### config.mk
export PLATFORM = sky130hd
export DESIGN_NAME = comparator_qualifier
export DESIGN_NICKNAME = d
export VERILOG_FILES = /design/src/rtl/comparator_qualifier.sv
export SDC_FILE = /design/constraint.sdc
export NUM_CORES = 1
export LEC_CHECK = 0
export CAP_MARGIN = 10
export CORE_ASPECT_RATIO = 1.1
export CORE_MARGIN = 5
export CORE_UTILIZATION = 35
export DETAILED_ROUTE_END_ITERATION = 10
export GPL_TIMING_DRIVEN = 0
export HOLD_SLACK_MARGIN = 0.03
export PLACE_DENSITY = 0.59
export SLEW_MARGIN = 10
export SYNTH_ARGS = -nofsm -noshare
export SYNTH_HDL_FRONTEND = slang
export SYNTH_SLANG_ARGS = --single-unit
### constraint.sdc
create_clock -name wb_clk_i -period 5 [get_ports wb_clk_i]
set_input_delay 1 -clock wb_clk_i [delete_from_list [all_inputs] [get_ports wb_clk_i]]
set_output_delay 1 -clock wb_clk_i [all_outputs]
set_load 0.05 [all_outputs]
### src/rtl/comparator_qualifier.sv
// ---------------------------------------------------------------------------
// comparator_qualifier
//
// Digital back end for the analog comparator macro. The raw, asynchronous
// comparator output is brought into the wb_clk_i domain through a flop chain.
// A consecutive-sample glitch filter then turns it into a clean level. The
// block also produces single-cycle rise/fall pulses, saturating event
// counters, sticky event flags and a maskable interrupt.
//
// Parameters
//   SYNC_STAGES  synchroniser depth on vout_i (>= 2)
//   FILT_W       width of filt_len_i and of the internal run counter
//   CNT_W        width of the rise/fall event counters
//
// Ports
//   wb_clk_i     clock, all state on its rising edge
//   wb_rst_i     asynchronous active-high reset
//   vout_i       raw comparator output (asynchronous)
//   en_i         qualifier enable
//   filt_len_i   consecutive differing samples needed to toggle (0 acts as 1)
//   clr_i        one-cycle clear of counters, flags and overflow
//   irq_mask_i   [0] rise interrupt enable, [1] fall interrupt enable
//   vout_sync_o  last synchroniser stage
//   level_o      filtered comparator level
//   rise_o       one-cycle pulse on a 0->1 change of level_o
//   fall_o       one-cycle pulse on a 1->0 change of level_o
//   rise_cnt_o   saturating rise event count
//   fall_cnt_o   saturating fall event count
//   cnt_ovf_o    sticky: an increment was attempted at all-ones
//   flags_o      sticky event flags, [0] rise, [1] fall
//   irq_o        OR of the flags enabled by irq_mask_i
// ---------------------------------------------------------------------------
module comparator_qualifier #(
    parameter int SYNC_STAGES = 2,
    parameter int FILT_W      = 8,
    parameter int CNT_W       = 16
) (
    input  logic              wb_clk_i,
    input  logic              wb_rst_i,
    input  logic              vout_i,
    input  logic              en_i,
    input  logic [FILT_W-1:0] filt_len_i,
    input  logic              clr_i,
    input  logic [1:0]        irq_mask_i,
    output logic              vout_sync_o,
    output logic              level_o,
    output logic              rise_o,
    output logic              fall_o,
    output logic [CNT_W-1:0]  rise_cnt_o,
    output logic [CNT_W-1:0]  fall_cnt_o,
    output logic              cnt_ovf_o,
    output logic [1:0]        flags_o,
    output logic              irq_o
);

    // Qualifier states
    localparam logic [1:0] ST_OFF = 2'd0;
    localparam logic [1:0] ST_ARM = 2'd1;
    localparam logic [1:0] ST_RUN = 2'd2;

    localparam logic [CNT_W-1:0]  CNT_ONE = {{(CNT_W-1){1'b0}}, 1'b1};
    localparam logic [CNT_W-1:0]  CNT_MAX = {CNT_W{1'b1}};
    localparam logic [FILT_W:0]   LEN_ONE = {{FILT_W{1'b0}}, 1'b1};

    logic [SYNC_STAGES-1:0] sync_chain;

    logic [1:0]        state;
    logic [1:0]        state_next;
    logic              level;
    logic              level_next;
    logic [FILT_W-1:0] run;
    logic [FILT_W-1:0] run_next;
    logic              rise_ev;
    logic              fall_ev;
    logic              rise_q;
    logic              fall_q;

    logic [FILT_W:0]   run_inc;
    logic [FILT_W:0]   len_eff;

    logic [CNT_W-1:0]  rise_cnt;
    logic [CNT_W-1:0]  fall_cnt;
    logic              cnt_ovf;
    logic [1:0]        flags;

    // -----------------------------------------------------------------------
    // Synchroniser: free-running, independent of the enable, so that the
    // sampled value is already settled when the qualifier is armed.
    // -----------------------------------------------------------------------
    always_ff @(posedge wb_clk_i or posedge wb_rst_i) begin
        if (wb_rst_i) begin
            sync_chain <= '0;
        end else begin
            sync_chain <= {sync_chain[SYNC_STAGES-2:0], vout_i};
        end
    end

    assign vout_sync_o = sync_chain[SYNC_STAGES-1];

    // One extra bit keeps run+1 from wrapping when compared against the
    // filter length. A programmed length of zero behaves like one.
    assign run_inc = {1'b0, run} + LEN_ONE;
    assign len_eff = (filt_len_i == '0) ? LEN_ONE : {1'b0, filt_len_i};

    // -----------------------------------------------------------------------
    // Qualifier next-state logic.
    // ARM loads the current synchronised value as the starting level so that
    // enabling never produces a spurious event. Leaving the enabled states
    // discards any partially accumulated run.
    // -----------------------------------------------------------------------
    always_comb begin
        state_next = state;
        level_next = level;
        run_next   = run;
        rise_ev    = 1'b0;
        fall_ev    = 1'b0;

        case (state)
            ST_OFF: begin
                level_next = 1'b0;
                run_next   = '0;
                if (en_i) begin
                    state_next = ST_ARM;
                end
            end

            ST_ARM: begin
                run_next = '0;
                if (!en_i) begin
                    state_next = ST_OFF;
                    level_next = 1'b0;
                end else begin
                    state_next = ST_RUN;
                    level_next = vout_sync_o;
                end
            end

            ST_RUN: begin
                if (!en_i) begin
                    state_next = ST_OFF;
                    level_next = 1'b0;
                    run_next   = '0;
                end else if (vout_sync_o != level) begin
                    // Comparing against the live length lets a shortened
                    // length take effect on the very next differing sample.
                    if (run_inc >= len_eff) begin
                        level_next = ~level;
                        run_next   = '0;
                        rise_ev    = ~level;
                        fall_ev    = level;
                    end else begin
                        run_next = run_inc[FILT_W-1:0];
                    end
                end else begin
                    run_next = '0;
                end
            end

            default: begin
                state_next = ST_OFF;
                level_next = 1'b0;
                run_next   = '0;
            end
        endcase
    end

    // -----------------------------------------------------------------------
    // Qualifier state, filtered level and registered event pulses. The
    // pulses share the edge on which the level toggles, so they are visible
    // in the same cycle as the new level.
    // -----------------------------------------------------------------------
    always_ff @(posedge wb_clk_i or posedge wb_rst_i) begin
        if (wb_rst_i) begin
            state  <= ST_OFF;
            level  <= 1'b0;
            run    <= '0;
            rise_q <= 1'b0;
            fall_q <= 1'b0;
        end else begin
            state  <= state_next;
            level  <= level_next;
            run    <= run_next;
            rise_q <= rise_ev;
            fall_q <= fall_ev;
        end
    end

    // -----------------------------------------------------------------------
    // Event counters, overflow and sticky flags. On a clear the event of the
    // same edge is still recorded: the counter restarts at one and the flag
    // is set, so no event is lost to a clear.
    // -----------------------------------------------------------------------
    always_ff @(posedge wb_clk_i or posedge wb_rst_i) begin
        if (wb_rst_i) begin
            rise_cnt <= '0;
            fall_cnt <= '0;
            cnt_ovf  <= 1'b0;
            flags    <= 2'b00;
        end else if (clr_i) begin
            rise_cnt <= rise_ev ? CNT_ONE : '0;
            fall_cnt <= fall_ev ? CNT_ONE : '0;
            cnt_ovf  <= 1'b0;
            flags    <= {fall_ev, rise_ev};
        end else begin
            if (rise_ev) begin
                if (rise_cnt == CNT_MAX) begin
                    cnt_ovf <= 1'b1;
                end else begin
                    rise_cnt <= rise_cnt + CNT_ONE;
                end
                flags[0] <= 1'b1;
            end
            if (fall_ev) begin
                if (fall_cnt == CNT_MAX) begin
                    cnt_ovf <= 1'b1;
                end else begin
                    fall_cnt <= fall_cnt + CNT_ONE;
                end
                flags[1] <= 1'b1;
            end
        end
    end

    // The interrupt depends only on the registered flags and the mask. It has
    // no combinational path from the comparator input.
    assign irq_o = |(flags & irq_mask_i);

    assign level_o    = level;
    assign rise_o     = rise_q;
    assign fall_o     = fall_q;
    assign rise_cnt_o = rise_cnt;
    assign fall_cnt_o = fall_cnt;
    assign cnt_ovf_o  = cnt_ovf;
    assign flags_o    = flags;

endmodule

# Word-level counts from Yosys, hierarchy flattened
# Index checks and enable logic that the tools add are counted.
[op_classes] addsub=3 n_lt_le_gt_ge=1 n_eq_ne=11 n_mux=38 n_bitwise=2 reduce_logical=9
[op_table] op="16-bit 2-to-1 mux" count=6
[op_table] op="8-bit 2-to-1 mux" count=5
[op_table] op="16-bit by 1-bit adder with 16-bit output (second input constant)" count=2
[op_table] op="16-bit equality test (second input constant)" count=2
[op_table] op="1-bit 2-to-1 mux" count=21
[op_table] op="8-bit by 1-bit adder with 9-bit output (second input constant)" count=1
[op_table] op="9-bit by 8-bit >= comparator with 1-bit output" count=1
[op_table] op="8-bit zero test" count=1
[op_table] op="2-bit 2-to-1 mux" count=4
[op_table] op="2-bit != test (second input constant)" count=4
[op_table] op="2-bit AND reduction" count=4
[op_table] op="3-bit != test (second input constant)" count=2
[op_table] op="2-bit case mux with 3 select lines" count=1
[op_table] op="2-bit nonzero test" count=2
[op_table] op="2-bit bitwise AND" count=1
[op_table] op="2-bit by 1-bit equality test with 1-bit output (second input constant)" count=1
[op_table] op="2-bit equality test (second input constant)" count=1
[op_table] op="2-bit zero test" count=1
[op_table] op="1-bit case mux with 2 select lines" count=1
[op_table] op="2-bit OR reduction" count=1
[op_table] op="1-bit != test" count=1
[op_table] op="1-bit NOT" count=1
[word_totals] regBits=50 input_bits=15 output_inout_bits=40 elab_cells=75

# Logic depth before layout (Yosys ltp)
# Gate-level depths: netlist of the first run.
[depth] word_depth=11 mapped_depth=13 mapped_depth_nobuf=10

# Least setup slack after synthesis of the first run
# No wires, ideal clock.
[synth_path] path_type="input to register" startpoint="input filt_len_i[4]" endpoint="register fall_cnt[7], in the netlist fall_cnt_o[7]" setup_time_ns=0.125 t_arrival_ns=2.844 t_required_ns=4.875 slack_ns=2.032 path_stages=11 path_buffers=2 path_cell_list="nor4_1 -> a41o_1 -> ha_1 -> nor2b_1 -> o21ai_1 -> nand4_1 -> and3_4 -> buf_6 -> buf_6 -> nor4_1 -> mux2_2"
[synth_between] elab_chain_cells=9
[synth_lines] item="from (decl)" line="42" text="input logic [FILT_W-1:0] filt_len_i,"
[synth_lines] item="8-bit zero test" line="103" text="assign len_eff = (filt_len_i == '0) ? LEN_ONE : {1'b0, filt_len_i};"
[synth_lines] item="8-bit 2-to-1 mux *" line="103"
[synth_lines] item="9-bit by 8-bit >= comparator with 1-bit output *" line="146" text="if (run_inc >= len_eff) begin"
[synth_lines] item="1-bit 2-to-1 mux *" line="146"
[synth_lines] item="1-bit 2-to-1 mux *" line="143" text="end else if (vout_sync_o != level) begin"
[synth_lines] item="1-bit 2-to-1 mux *" line="139" text="if (!en_i) begin"
[synth_lines] item="1-bit 2-to-1 mux *" line="118" text="case (state)"
[synth_lines] item="2-bit nonzero test (no source line) *"
[synth_lines] item="2-bit AND reduction (no source line) *"
[synth_lines] item="to (signal assigned)" line="201" text="fall_cnt <= fall_ev ? CNT_ONE : '0;"
[synth_lines] item="to (signal assigned)" line="217" text="fall_cnt <= fall_cnt + CNT_ONE;"
[synth_lines] item="to (decl)" line="82" text="logic [CNT_W-1:0] fall_cnt;"
# Every way passes the cells marked *; elsewhere a longest branch is shown, timed or not.
# A chain may end at the register's enable or synchronous reset.

# Worst setup path in the final report of the first run
[layout_path] startpoint="input irq_mask_i[0]" endpoint="output irq_o"
[layout_between] elab_chain_cells=2
[layout_lines] item="from (decl)" line="44" text="input logic [1:0] irq_mask_i,"
[layout_lines] item="2-bit bitwise AND" line="226" text="assign irq_o = |(flags & irq_mask_i);"
[layout_lines] item="2-bit OR reduction" line="226"
[layout_lines] item="to (decl)" line="53" text="output logic irq_o"
# Every way passes these cells.

==> results.cfg, run 1 <==
[outcome]
outcome = completed

[placed_design]
place.gp.congestion = 0.790
port_buffers = 52
dp_hpwl_mm = 5.61
dp.cells = 479
place_area_um2 = 3640

[finish]
antenna_cells = 0
drive_gt1_share_pct = 8.78
fin_cells = 487
nets = 404
finalInstanceArea_um2 = 3740
area_growth_pct = 26.5
fillers = 818

[logic_synthesis]
synthArstFlopShare_pct = 100
syn_area_per_cell_um2 = 9.40
ys_types = 46
seq_area_frac_synth_pct = 42.3
syn_inst = 315
ys.warnings.count = 0
synth_flop_cell = dfrtp_1
ys_ff_latch = 50
synthesis.nets = 344
syn_area_um2 = 2960
synth_edf_count = 0

[worst_setup_path]
cp_max_fo = 1
critPathKind = input port to primary output
arrival_ns = 2.38
critPathLaunchType = input port
cp_data_required_time_ns = 4.00
cp-end-kind = primary output

[route]
postRouteAntennaNets = 0
drt_pass1_iterations = 4
wirelength_mm = 7.59
wl_per_cell_um = 15.6
vias = 2626
initialDrtViolationCount = 104
route.detailed.drc = 0
vias_per_cell = 5.39

[timing]
setup_viol = 0
rsz0062_at_grt = no
fin_crit_sh_pct = 67.6
layout_min_cycle_time_ns = 3.38
worst_slew_pin_slew_ns = 0.592
tns_ns = 0
drv_slew = 0
finClkSkew_ns = 0.0181
hold_violations = 0
maxSlewHeadroom_pct = 60.6
fmax_mhz = 296

[clock_network]
clk_path_buf_depth = 2
post_cts_buffers = 0
numCtsBuffers = 5
clk_pin_slew_ns = 0.09
cts_tree = yes
cts_sinks = 50
root_buffer = clkbuf_8
clock_latency_ns = 0.31
htree_levels = 2
ctsHoldBuffers = 0
post_cts_resized = 0

[min_path]
min_path_type = register to register

[floorplan]
initial_utilization_pct = 35.6
io_pins = 55
die-width_um = 97.7
die_area_um2 = 10400
core_region_area_um2 = 8320
dieHeight_um = 106
rows = 35

[grt]
grt_pass1_wl_mm = 12.8
grt_overflow = 0
grt_use_total_pct = 15.0
antenna_found_initial = 0
grt_max_degree = 32
grt_pass1_vias = 2612

[power_and_ir_drop]
p_leak_uw = 0.00155
ir_drop_mv = 0.0914
power_density_nw_per_um2 = 220

[run]
drv_cap = 0
## per-stage QoR
step                      hold WS, ns  setup WS, ns  util (%)  total power, µW
final                           0.369          1.62      45.0              826
after global routing            0.389          1.48      45.0              870
after CTS                       0.369          1.61      45.0              836
after detailed placement        0.339          1.32      43.7              562
after global placement          0.333          1.32      43.5              556
after floorplan                 0.331          2.03         -              522
## placed cells by master, fill, tap and decap left out, types with 3 or more instances in the layout
cell type / n
o21ai_0: 9
a21oi_1: 21
or4_1: 8
nand3_1: 16
clkdlybuf4s50_1: 52
nand4_1: 19
xnor2_1: 4
nor3_1: 8
clkbuf_8: 7
nor4_1: 6
or3_1: 7
dfrtp_1: 50
clkbuf_1: 7
buf_2: 4
inv_1: 11
o31ai_1: 8
mux2i_1: 3
nor2b_1: 17
xor2_1: 3
mux2_2: 9
nand2_1: 18
nor2_1: 21
ha_1: 14
and3_1: 12
## cells in the mapped netlist, drive strengths merged, types with 3 or more instances
library cell,instances,area [µm²]
o31ai,8,60.1
or4,8,60.1
inv,12,45.0
and4,4,40.0
nor3,8,40.0
mux2,9,101
a21oi,21,105
ha,14,175
nor2,21,78.8
nand3,16,80.1
nand4,19,119
dfrtp,50,1250
buf,8,57.6
and3,13,86.3
clkbuf,7,26.3
nor3b,4,40.0
nor2b,17,106
mux2i,3,30.0
xnor2,4,35.0
xor2,3,26.3
o21ai,10,50.0
nand2,19,73.8
or3,7,43.8
nor4,6,37.5
## path summary, 6_finish.rpt
path	slack (ns)	cells past startpoint	end	startpoint
max	1.62	3	irq_o	irq_mask_i[0]
min	0.37	0	sync_chain[1]	sync_chain[0]
max reg2reg	2.11	11	rise_cnt_o[11]	run[2]
min reg2reg	0.37	0	sync_chain[1]	sync_chain[0]
max in group asynchronous	3.46	3	rise_cnt_o[11]	wb_rst_i
min in group asynchronous	1.00	2	fall_cnt_o[12]	wb_rst_i
## worst max-delay path: stages
cell and delay [ns]:
clkdlybuf4s50_1 0.46, a22o_1 0.12, clkdlybuf4s50_1 0.80
## report_power, final
group	internal, µW	switching, µW	leakage, µW	total [µW]
clock	127	146	0.0000544	273
combinational	53.6	70.6	0.000801	124
sequential	415	12.9	0.000691	428
total	596	229	0.00155	826
## area by class of cell
| cell class | count | area, µm² | share of cell area, % |
|---|---|---|---|
| Inverter | 12 | 45.0 | 1.20 |
| Clock buffer | 7 | 96.3 | 2.57 |
| Tap cell | 111 | 139 | 3.71 |
| Sequential cell | 50 | 1250 | 33.4 |
| Multi-Input combinational cell | 238 | 1580 | 42.2 |
| Clock inverter | 1 | 8.76 | 0.234 |
| Buffer | 15 | 83.8 | 2.24 |
| Timing Repair Buffer | 53 | 541 | 14.4 |
## state kept, by name, indices dropped and copies added (netlist names)
register / cells
rise_cnt_o: 16
cnt_ovf_o: 1
run: 8
state: 2
rise_o: 1
level_o: 1
fall_o: 1
sync_chain: 2
flags_o: 2
fall_cnt_o: 16
## metal layers
layer	part of all wire [%]	GRT usage [%]	up-vias	wire length, µm
met5	0	0	-	0
met4	1.6	5.04	0	122
met3	4.1	2.89	9	310
met2	47	25.1	64	3560
met1	47	19.6	1268	3590
li1	-	-	1285	-
## cells by family after synthesis
kind of cell	after synthesis	share of synthesized area, %
fa+ha+maj	14	5.92
mux	12	4.44
simple gates	148	28.8
buf+inv	27	4.35
xor+xnor	7	2.07
flops	50	42.3
compound gates	57	12.2
Power figures use the tool's default switching activity.
==> run 2, diff against run 1 <==
==> constraint.sdc (replaced) <==
create_clock -name wb_clk_i -period 3.25 [get_ports wb_clk_i]
set_input_delay 0.65 -clock wb_clk_i [delete_from_list [all_inputs] [get_ports wb_clk_i]]
set_output_delay 0.65 -clock wb_clk_i [all_outputs]
set_load 0.05 [all_outputs]
==> results of run 2 <==
The final DEF is identical to that of run 1. Status: completed.
Main changes from that run: setup slack after placement 1.32 ns -> -0.0826 ns; clock-pin slew on the worst setup and hold paths 0.09 ns -> 0.11 ns; setup slack after layout 1.62 ns -> 0.249 ns; start point of the critical path irq_mask_i[0] -> filt_len_i[4]; end point of the critical path irq_o -> fall_cnt_o[9]; register-to-register setup slack 2.11 ns -> 0.36 ns; total power 826 µW -> 1270 µW; worst IR drop on VDD 0.0914 mV -> 0.141 mV
